**config.mk**
```make
export PLATFORM = sky130hd
export DESIGN_NAME = divider_seq_radix2
export DESIGN_NICKNAME = d
export VERILOG_FILES = /design/src/rtl/div_pkg.sv /design/src/rtl/div_step_restoring.sv /design/src/rtl/divider_seq_radix2.sv
export SDC_FILE = /design/constraint.sdc
export NUM_CORES = 1
export LEC_CHECK = 0
export CAP_MARGIN = 25
export CORE_MARGIN = 2
export CORE_UTILIZATION = 33
export DETAILED_ROUTE_END_ITERATION = 12
export SYNTH_ARGS = -nofsm -noshare
export SYNTH_HDL_FRONTEND = slang
export SYNTH_SLANG_ARGS = --single-unit
```
**constraint.sdc**
```tcl
create_clock -name clk -period 4.7 [get_ports clk]
set_input_delay 0.94 -clock clk [delete_from_list [all_inputs] [get_ports clk]]
set_output_delay 0.94 -clock clk [all_outputs]
set_load 0.005 [all_outputs]
```
**src/rtl/div_pkg.sv**
```systemverilog
// Shared types and constants for the sequential radix-2 divider.
package div_pkg;

  typedef enum logic [1:0] {
    IDLE = 2'd0,
    BUSY = 2'd1,
    DONE = 2'd2
  } state_t;

  // The all-ones quotient for divide-by-zero. Users slice the low W bits, so W may not exceed 64.
  localparam int MAX_W = 64;
  localparam logic [MAX_W-1:0] DIVZERO_QUOT = '1;

endpackage

```
**src/rtl/div_step_restoring.sv**
```systemverilog
// One restoring-division iteration: shift in the next dividend bit, then trial-subtract the divisor.
module div_step_restoring #(
  parameter int W = 24
) (
  input  logic [W:0]   p,
  input  logic         msb,
  input  logic [W-1:0] divisor,
  output logic [W:0]   p_next,
  output logic         qbit
);

  logic [W+1:0] shifted;
  logic [W+1:0] diff;

  // The partial remainder stays below the divisor, so only the sign bit of diff matters.
  always_comb begin
    shifted = {p, msb};
    diff    = shifted - {2'b00, divisor};
    qbit    = ~diff[W+1];
    p_next  = qbit ? diff[W:0] : shifted[W:0];
  end

endmodule

```
**src/rtl/divider_seq_radix2.sv**
```systemverilog
// Sequential radix-2 restoring unsigned divider with a start/ready/done handshake.
// Optional feature macro: DIV_STICKY_EN adds sticky_o (= |Rem_o) for round/sticky logic.
module divider_seq_radix2
  import div_pkg::*;
#(
  parameter int W = 24
) (
  input  logic         clk,
  input  logic         rst,
  input  logic         start_i,
  input  logic [W-1:0] Data_A_i,
  input  logic [W-1:0] Data_B_i,
  output logic         ready_o,
  output logic         done_o,
  output logic [W-1:0] Quot_o,
  output logic [W-1:0] Rem_o,
  output logic         div_zero_o
`ifdef DIV_STICKY_EN
  ,
  output logic         sticky_o
`else
  // sticky_o is absent; round logic derives sticky from Rem_o itself.
`endif
);

  localparam int CNT_W = $clog2(W + 1);

  // Handshake: a start is accepted on any edge where start_i & ready_o.
  // ready_o is high in IDLE and DONE. done_o pulses for one cycle at the edge
  // that loads Quot_o/Rem_o, which is the edge leaving DONE.
  state_t           state;
  state_t           state_next;
  logic [W:0]       p;
  logic [W:0]       p_step;
  logic             qbit;
  logic [W-1:0]     dividend;
  logic [W-1:0]     divisor;
  logic [CNT_W-1:0] count;
  logic             dz;
  logic             accept;

  assign accept = start_i & ready_o;

  div_step_restoring #(.W(W)) u_step (
    .p       (p),
    .msb     (dividend[W-1]),
    .divisor (divisor),
    .p_next  (p_step),
    .qbit    (qbit)
  );

  always_ff @(posedge clk) begin
    if (rst) state <= IDLE;
    else     state <= state_next;
  end

  always_comb begin
    state_next = state;
    case (state)
      IDLE, DONE: begin
        if (start_i)    state_next = (Data_B_i == '0) ? DONE : BUSY;
        else            state_next = IDLE;
      end
      BUSY: begin
        if (count == CNT_W'(1)) state_next = DONE;
      end
      default: state_next = IDLE;
    endcase
  end

  always_comb begin
    ready_o = (state == IDLE) || (state == DONE);
  end

  // Iteration datapath and result registers; a start in DONE reloads the
  // operands on the same edge that publishes the previous result.
  always_ff @(posedge clk) begin
    if (rst) begin
      p          <= '0;
      dividend   <= '0;
      divisor    <= '0;
      count      <= '0;
      dz         <= 1'b0;
      done_o     <= 1'b0;
      Quot_o     <= '0;
      Rem_o      <= '0;
      div_zero_o <= 1'b0;
    end else begin
      done_o <= (state == DONE);
      if (state == DONE) begin
        Quot_o     <= dz ? DIVZERO_QUOT[W-1:0] : dividend;
        Rem_o      <= dz ? dividend : p[W-1:0];
        div_zero_o <= dz;
      end
      if (accept) begin
        dividend <= Data_A_i;
        divisor  <= Data_B_i;
        p        <= '0;
        count    <= CNT_W'(W);
        dz       <= (Data_B_i == '0);
      end else if (state == BUSY) begin
        p        <= p_step;
        dividend <= {dividend[W-2:0], qbit};
        count    <= count - CNT_W'(1);
      end
    end
  end

`ifdef DIV_STICKY_EN
  always_ff @(posedge clk) begin
    if (rst)                sticky_o <= 1'b0;
    else if (state == DONE) sticky_o <= dz ? (|dividend) : (|p[W-1:0]);
  end
`else
  // No sticky register in this build.
`endif

endmodule
```
=== Word level (Yosys, flattened, before mapping) ===
Index checks and enable logic that the tools add are counted.

* $add $sub $neg: 2
* Equal/unequal tests: 4
* Muxes and demuxes: 11
* Bitwise logic cells: 2
* Reduce and logical (&&, ||, !) cells: 6

{| class="wikitable"
|+ Operators by type and width
! operator !! number
|-
| 24-bit two-way mux || 4
|-
| 26-bit by 24-bit subtractor with 26-bit output || 1
|-
| 25-bit two-way mux || 1
|-
| 24-bit logical NOT || 1
|-
| 5-bit two-way mux || 2
|-
| 2-bit two-way mux || 3
|-
| 5-bit by 1-bit equality test with 1-bit output (second input constant) || 1
|-
| 5-bit by 1-bit subtractor with 5-bit output (second input constant) || 1
|-
| 2-bit one-hot mux with 2 select lines || 1
|-
| 2-bit OR reduction || 2
|-
| 2-bit by 1-bit equality test with 1-bit output (second input constant) || 1
|-
| 2-bit equality test (second input constant) || 1
|-
| 2-bit logical NOT || 1
|-
| 2-bit != test (second input constant) || 1
|-
| 2-bit nonzero test || 1
|-
| 1-bit bitwise AND || 1
|-
| 1-bit logical OR || 1
|-
| 1-bit NOT || 1
|}

* Register bits: 131
* Bits of input ports: 51
* Word-level logic and storage cells: 36

=== Longest topological paths before layout ===
Gate-level depths: netlist of run 1.

* Depth after elaboration: 4
* Depth in mapped cells: 13
* Depth with buffers taken out: 12

=== Modules after synthesis ===
From an unflattened synthesis of run 1, not the netlist that was laid out.

* Cells, all modules: 844
* Area total of the unflattened synthesis: 6824.0 um2

{| class="wikitable"
|+ Modules (own cells, without submodules)
! module !! times used !! cells each !! area each (um2) !! sequential area each (um2)
|-
| divider_seq_radix2 || 1 || 609 || 5044.8 || 2622.5
|-
| div_step_restoring || 1 || 235 || 1779.2 || 0.0
|}

=== Worst setup path after synthesis of run 1 ===
No wires, ideal clock.

* Kind: reg-to-reg
* Start point: reg divisor[1]
* End point: reg p[0]
* Arrival: 2.573 ns
* Path slack: 2.031 ns
* Cell stages (with the launch flop): 12
* Path through: dfxtp_1 -> inv_1 -> ha_1 -> nor2b_4 -> o2111ai_2 -> nand3_2 -> a31o_4 -> a311oi_4 -> a21boi_2 -> o211a_4 -> or4_1 -> o311ai_1

* Longest elaborated chain between the ends: 2

{| class="wikitable"
|+ RTL lines
! element !! line !! source
|-
| start: declaration || divider_seq_radix2.sv:37 || <nowiki>logic [W-1:0] divisor;</nowiki>
|-
| start signal: assignment || divider_seq_radix2.sv:97 || <nowiki>divisor <= Data_B_i;</nowiki>
|-
| 26-bit by 24-bit subtractor with 26-bit output || div_step_restoring.sv:18 || <nowiki>diff = shifted - {2'b00, divisor};</nowiki>
|-
| 25-bit two-way mux || div_step_restoring.sv:20 || <nowiki>p_next = qbit ? diff[W:0] : shifted[W:0];</nowiki>
|-
| end signal: assignment || divider_seq_radix2.sv:102 || <nowiki>p <= p_step;</nowiki>
|-
| end: declaration || divider_seq_radix2.sv:33 || <nowiki>logic [W:0] p;</nowiki>
|}

Every way passes these cells.
A chain may end at the register's enable or synchronous reset.

=== Worst setup path after layout of run 1 ===
Ends and elaborated chain as after synthesis.

==> results of run 1 <==
registers in the layout (all words and copies together), names as in the netlist:
| register | flops |
|---|---|
| Quot_o | 24 |
| Rem_o | 24 |
| count | 5 |
| div_zero_o | 1 |
| dividend | 24 |
| divisor | 24 |
| done_o | 1 |
| dz | 1 |
| p | 25 |
| state | 2 |
worst max-delay path, cell delays in order (launching register included):
cell       delay [ns]
dfxtp_1          0.37
inv_1            0.06
ha_1             0.26
nor2b_4          0.13
o2111ai_2        0.18
nand3_2          0.14
a31o_4           0.28
a311oi_4         0.39
a21boi_2         0.13
o211a_4          0.41
or4_1            0.51
o311ai_1         0.09
per-layer routing:
layer | GRT usage [%] | wire (um)
met5 | 0 | 0
met4 | 4.34 | 162
met3 | 3.94 | 889
met2 | 24.4 | 6980
met1 | 25.0 | 8930
report_power, final:
part	internal, mW	total (mW)	leakage [nW]	switching [mW]
clock	0.814	1.32	0.282	0.510
sequential	1.16	1.22	1.07	0.0572
combinational	0.316	0.712	1.61	0.396
final cells by class:
type / count / area, um^2
Fill cell: 2014 / 11100
Sequential cell: 131 / 2620
Clock buffer: 22 / 464
Multi-Input combinational cell: 573 / 3540
Clock inverter: 10 / 124
Timing Repair Buffer: 108 / 1060
Tap cell: 265 / 332
Inverter: 34 / 128
stage by stage:
stage / instances / cell area (um^2) / total power [mW] / hold WS [ns] / util, %
floorplan: 791 / 6490 / 1.79 / 0.436 / -
global placement: 1111 / 7680 / 1.95 / 0.442 / 39.6
detailed placement: 1111 / 7680 / 1.95 / 0.448 / 39.6
CTS: 1143 / 8270 / 3.27 / 0.455 / 42.6
global route: 1143 / 8270 / 3.41 / 0.472 / 42.6
finish: 1143 / 8270 / 3.26 / 0.451 / 42.6
kinds of logic after synthesis:
group | count (synthesis) | synth area share, %
fa+ha+maj | 27 | 5.32
mux | 45 | 6.94
compound gates | 211 | 20.5
simple gates | 265 | 18.1
buf+inv | 87 | 5.43
xor+xnor | 25 | 3.37
flops | 131 | 40.4
final timing paths:
kind | startpoint | end | slack, ns | depth (start not counted)
hold reg to reg | divisor[11]$_SDFFE_PP0P_ | divisor[11]$_SDFFE_PP0P_ | 0.45 | 2
hold / removal | divisor[11]$_SDFFE_PP0P_ | divisor[11]$_SDFFE_PP0P_ | 0.45 | 2
setup reg to reg | divisor[1]$_SDFFE_PP0P_ | p[0]$_SDFFE_PP0P_ | 1.64 | 11
setup / recovery | divisor[1]$_SDFFE_PP0P_ | p[0]$_SDFFE_PP0P_ | 1.64 | 11
cells in the final DEF, fill, tap and decap left out, drive strengths merged, types with 2 or more instances in the layout:
master           n
a31oi            3
clkdlybuf4s50  100
o2111ai          2
clkinv           3
nand2          100
a22oi           24
a21o             8
nor3            56
o21ai           34
a21oi           92
buf              8
clkbuf          22
a211oi          27
nand4            3
o311ai           3
o211ai           5
nand2b           5
o211a            2
and3             3
mux2i           45
dfxtp          131
ha              26
or4              4
inv             37
xnor2           11
nor2            69
clkinvlp         2
xor2            14
nor2b            4
nor4             8
bufinv           2
nand3            8
and2             2
==> results.ini, run 1 <==
[sta]
tns_ns=0
tightest_slew_ns=0.978
post-route-min-period_ns=3.06
rsz0062_at_grt=no
fin_ws_ns=1.64
relSlewSlack_pct=34.6
hold_viol_final=0
finalClockSkew_ns=0.00996
drv_slew=0
setup_viol=0
finalCritPeriodShare_pct=65.2
clock.fmax_ghz=0.326

[cells_and_area]
nets=943
drive_gt1_share_pct=5.58
n_antenna_cell=0
syn_to_final_growth_pct=27.4

[floorplanning]
core_area_um2=19400
dieHeight_um=144
num_rows=51
die_width_um=144
die-area_um2=20800
start_util_pct=33.5
io_pins=102

[global_routing]
overflow=0
grt_pass1_wl_um=27600
grt_pass1_vias=5315
grt_usage_pct=16.8
antenna_found_initial=0
grt_max_degree=87

[yosys]
synthTopCellsByCount=dfxtp_1 (131), nand2_1 (100), a21oi_1 (92)
netlist.top_cell.by_area=dfxtp_1
syn_inst=791
syn_avg_cell_area_um2=8.21
yosysSeqAreaShare_pct=40.4
synth_area_um2=6490
synthTopCellsByArea=dfxtp_1 (40%), a21oi_1 (7.1%), mux2i_1 (6.9%)
yosysMostFrequentCell=dfxtp_1
synth_cell_types=51
ys.flop_type=dfxtp_1
ys_async_sr_fraction_pct=0
synth_top_area_share_pct=40.4
synth_edf_count=0
ys_ff_latch=131
synth_warnings=0
syn_nets=869

[setup_path]
cp.arrival_ns=3.40
crit_fanout=30
path_class=reg2reg
startpoint_type=register
cp.required_ns=5.03
critPathCaptureType=register

[clocking]
cts_buffers=17
ctsHoldBuffers=0
cts_setup_buffers=0
cts.htree.levels=4
clkTransAtPathRegs_ns=0.06
cts_sinks=131
cts_resized=0
clock_latency_ns=0.43
root_buffer=clkbuf_16
clock_path_buffers=2
cts_tree=yes

[route]
drt_first_pass_iters=5
drc=0
finalWirelength_um=17000
wl_per_cell_um=14.8
avgViaCountPerCell=4.98
detail-route-antenna-nets=0
vias=5687
detailedRoute.firstIterationViolations=322

[place]
portBuffers=101
dp_slack_ns=1.64
routabilityCongestion=0.858
hpwl_um=11800

[power_and_ir_drop]
leakage_nw=2.96
peakVddDrop_uv=264
power_density_nw_per_um2=394

[run]
drv_cap=0

[worst_hold_path]
hold_path_class=reg2reg

[status]
status=finished, final reports clean

Note: power is estimated with default switching activity, not from simulation.
==> inputs of run 2 (changes only) <==
Clock period 4.7 ns to 2.5 ns, I/O delays scaled along.
==> run 2 against run 1 <==
  * The run now ends with negative setup slack left
  * Sequential power up 87%
  * Via count grew 7.6%
  * Clock-buffer cell count decreased by 1
  * Worst setup slack got worse by 1.7 ns
  * Cell count increased by 7.3%
  * Register-to-register slack got worse by 1.7 ns
  * Clock power grew 100%
  * Clock skew shrank 0.0017 ns
  * Routed wire length increased by 11%
  * Global-route usage increased by 1.2 points
  * Combinational power grew to 2.6 times the previous value
  * First-iteration DRC count rose by 17%
  * Largest cell class unchanged
  * Largest power group unchanged
==> results.ini, run 2 (synthesis gave the netlist of run 1 again) <==
[setup_path]
startpoint_type=register
cp.arrival_ns=2.86  ; -0.54 ns
cp.required_ns=2.79  ; -2.24 ns
path_class=reg2reg
critPathCaptureType=register
crit_fanout=8  ; -73%
reg2reg_slack_ns=-0.08  ; -1.71 ns

[global_routing]
antenna_found_initial=0  ; unchanged
grt_pass1_vias=5659  ; +6.5%
grt_pass1_wl_um=29200  ; +6.1%
overflow=0  ; unchanged
grt_usage_pct=18.0  ; +1.2 points
grt_max_degree=74  ; -15%

[place]
dpl_cell_area_um2=8290  ; +7.9%
portBuffers=101  ; unchanged
routabilityCongestion=0.865  ; +0.75%
hpwl_um=13500  ; +14%
dp_slack_ns=-0.253  ; -1.90 ns

[clocking]
clock_path_buffers=2  ; unchanged
root_buffer=clkbuf_16
clkTransAtPathRegs_ns=0.06  ; about the same
cts_tree=yes
cts_buffers=17  ; unchanged
ctsHoldBuffers=0  ; unchanged
clock_latency_ns=0.42  ; about the same
cts_sinks=131  ; unchanged
cts.htree.levels=4  ; unchanged

[cells_and_area]
n_antenna_cell=0  ; unchanged
n_fill_cell=1908  ; -5.3%
nets=1028  ; +9.0%
largest_reg_flops=25  ; unchanged
seq_area_um2=2640  ; +0.43%
drive_gt1_share_pct=17.1  ; +11 points
final_cell_mix=dfxtp_1 (125), nand2_1 (100), clkdlybuf4s50_1 (100)
syn_to_final_growth_pct=41.2
multi_input_area_um2=3690  ; +4.3%
final_area_um2=9170  ; +11%
final_common_cell=dfxtp_1
regMostFlops=p
finish.utilization_pct=47.3  ; +4.6 points

[sta]
clock.fmax_ghz=0.388  ; +19%
hold_ws_ns=0.455  ; +0.00445 ns
drv_slew=0  ; unchanged
finalCritPeriodShare_pct=103  ; +38 points
tightest_slew_ns=0.472  ; -0.507 ns
rsz0062_at_grt=yes
relSlewSlack_pct=68.1  ; +33 points
hold_viol_final=0  ; unchanged
post-route-min-period_ns=2.58  ; -0.487 ns
setup_viol=22  ; +22
finalClockSkew_ns=0.00822  ; -0.00174 ns
fin_ws_ns=-0.0779  ; -1.71 ns

[floorplanning]
io_pins=102  ; unchanged
die_width_um=144  ; unchanged
core_area_um2=19400  ; unchanged
die-area_um2=20800  ; unchanged
dieHeight_um=144  ; unchanged
start_util_pct=33.5  ; unchanged
num_rows=51  ; unchanged

[run]
drv_cap=0  ; unchanged

[route]
wl_per_cell_um=15.3  ; +3.1%
detailedRoute.firstIterationViolations=376  ; +17%
finalWirelength_um=18800  ; +11%
drt_first_pass_iters=5  ; unchanged
avgViaCountPerCell=4.99  ; +0.33%
drc=0  ; unchanged
detail-route-antenna-nets=0  ; unchanged
vias=6120  ; +7.6%

[power_and_ir_drop]
leakage_nw=3.43  ; +16%
pwr-share-comb_pct=27.6  ; +5.7 points
power_density_nw_per_um2=744  ; +89%
switching_share_pct=28.4  ; -1.2 points
clockPowerShare_pct=38.9  ; -1.8 points
switchingPower_mw=1.94  ; +100%
power_mw=6.82  ; +110%
cellInternalPower_mw=4.88  ; +110%
peakVddDrop_uv=554  ; +110%
p_seq_share_pct=33.5  ; -4.0 points

[status]
status=complete, but fails checks
violations=negative setup slack

[worst_hold_path]
hold_path_class=reg2reg

==> run 2: area by class of cell <==
type	count	share of cell area [%]
sequential	131	28.7
clock buffer	21	5.13
inverter	34	1.39
multi-input combinational	573	40.3
tap	265	3.62
timing repair buffer	193	19.1
clock inverter	9	1.68
==> run 2: power groups by stage <==
stage	logic (mW)	registers, mW	clock network, mW
after floorplan	1.07	2.30	0
final	1.88	2.28	2.65
after global routing	2.03	2.30	2.76
after detailed placement	1.69	2.32	0
after CTS	1.80	2.28	2.70
after global placement	1.69	2.32	0
==> run 2: repair_timing <==
| item | 4_1_cts | 5_1_grt |
|---|---|---|
| pin swaps | 31 | 22 |
| cloned | 0 | 0 |
| resized for setup | 27 | 12 |
| setup endpoints to repair | 26 | 26 |
| buffers inserted | 7 | 5 |
==> run 2: critical path: stages, from the launching register on <==
cell	delay, ns
dfxtp_4	0.35
ha_4	0.22
nor2b_4	0.12
o2111ai_2	0.16
nand3_2	0.11
a31o_4	0.25
a311oi_4	0.25
buf_4	0.17
a21o_1	0.12
o211a_4	0.23
buf_12	0.15
mux2i_2	0.21
a21oi_1	0.09
==> run 2: final timing paths <==
path,from,to,cells past startpoint
setup / recovery,p[0]$_SDFFE_PP0P_,p[2]$_SDFFE_PP0P_,12
hold / removal,divisor[18]$_SDFFE_PP0P_,divisor[18]$_SDFFE_PP0P_,2
setup reg to reg,p[0]$_SDFFE_PP0P_,p[2]$_SDFFE_PP0P_,12
hold reg to reg,divisor[18]$_SDFFE_PP0P_,divisor[18]$_SDFFE_PP0P_,2
==> run 2: routing by layer <==
metal  global-route usage (%)  part of all wire, %  vias to the layer above
met1                     26.4                   51                     2827
li1                         -                    -                     3118
met4                     5.37                  1.1                        0
met2                     27.2                   43                      160
met3                     2.88                  5.2                       15
met5                        0                    0                        -
==> run 2: per-stage QoR <==
stage	instances	setup TNS, ns
after floorplan	791	-1.86
after global routing	1226	-3.36
final	1226	-0.797
after detailed placement	1185	-3.73
after CTS	1222	-0.621
after global placement	1185	-3.38
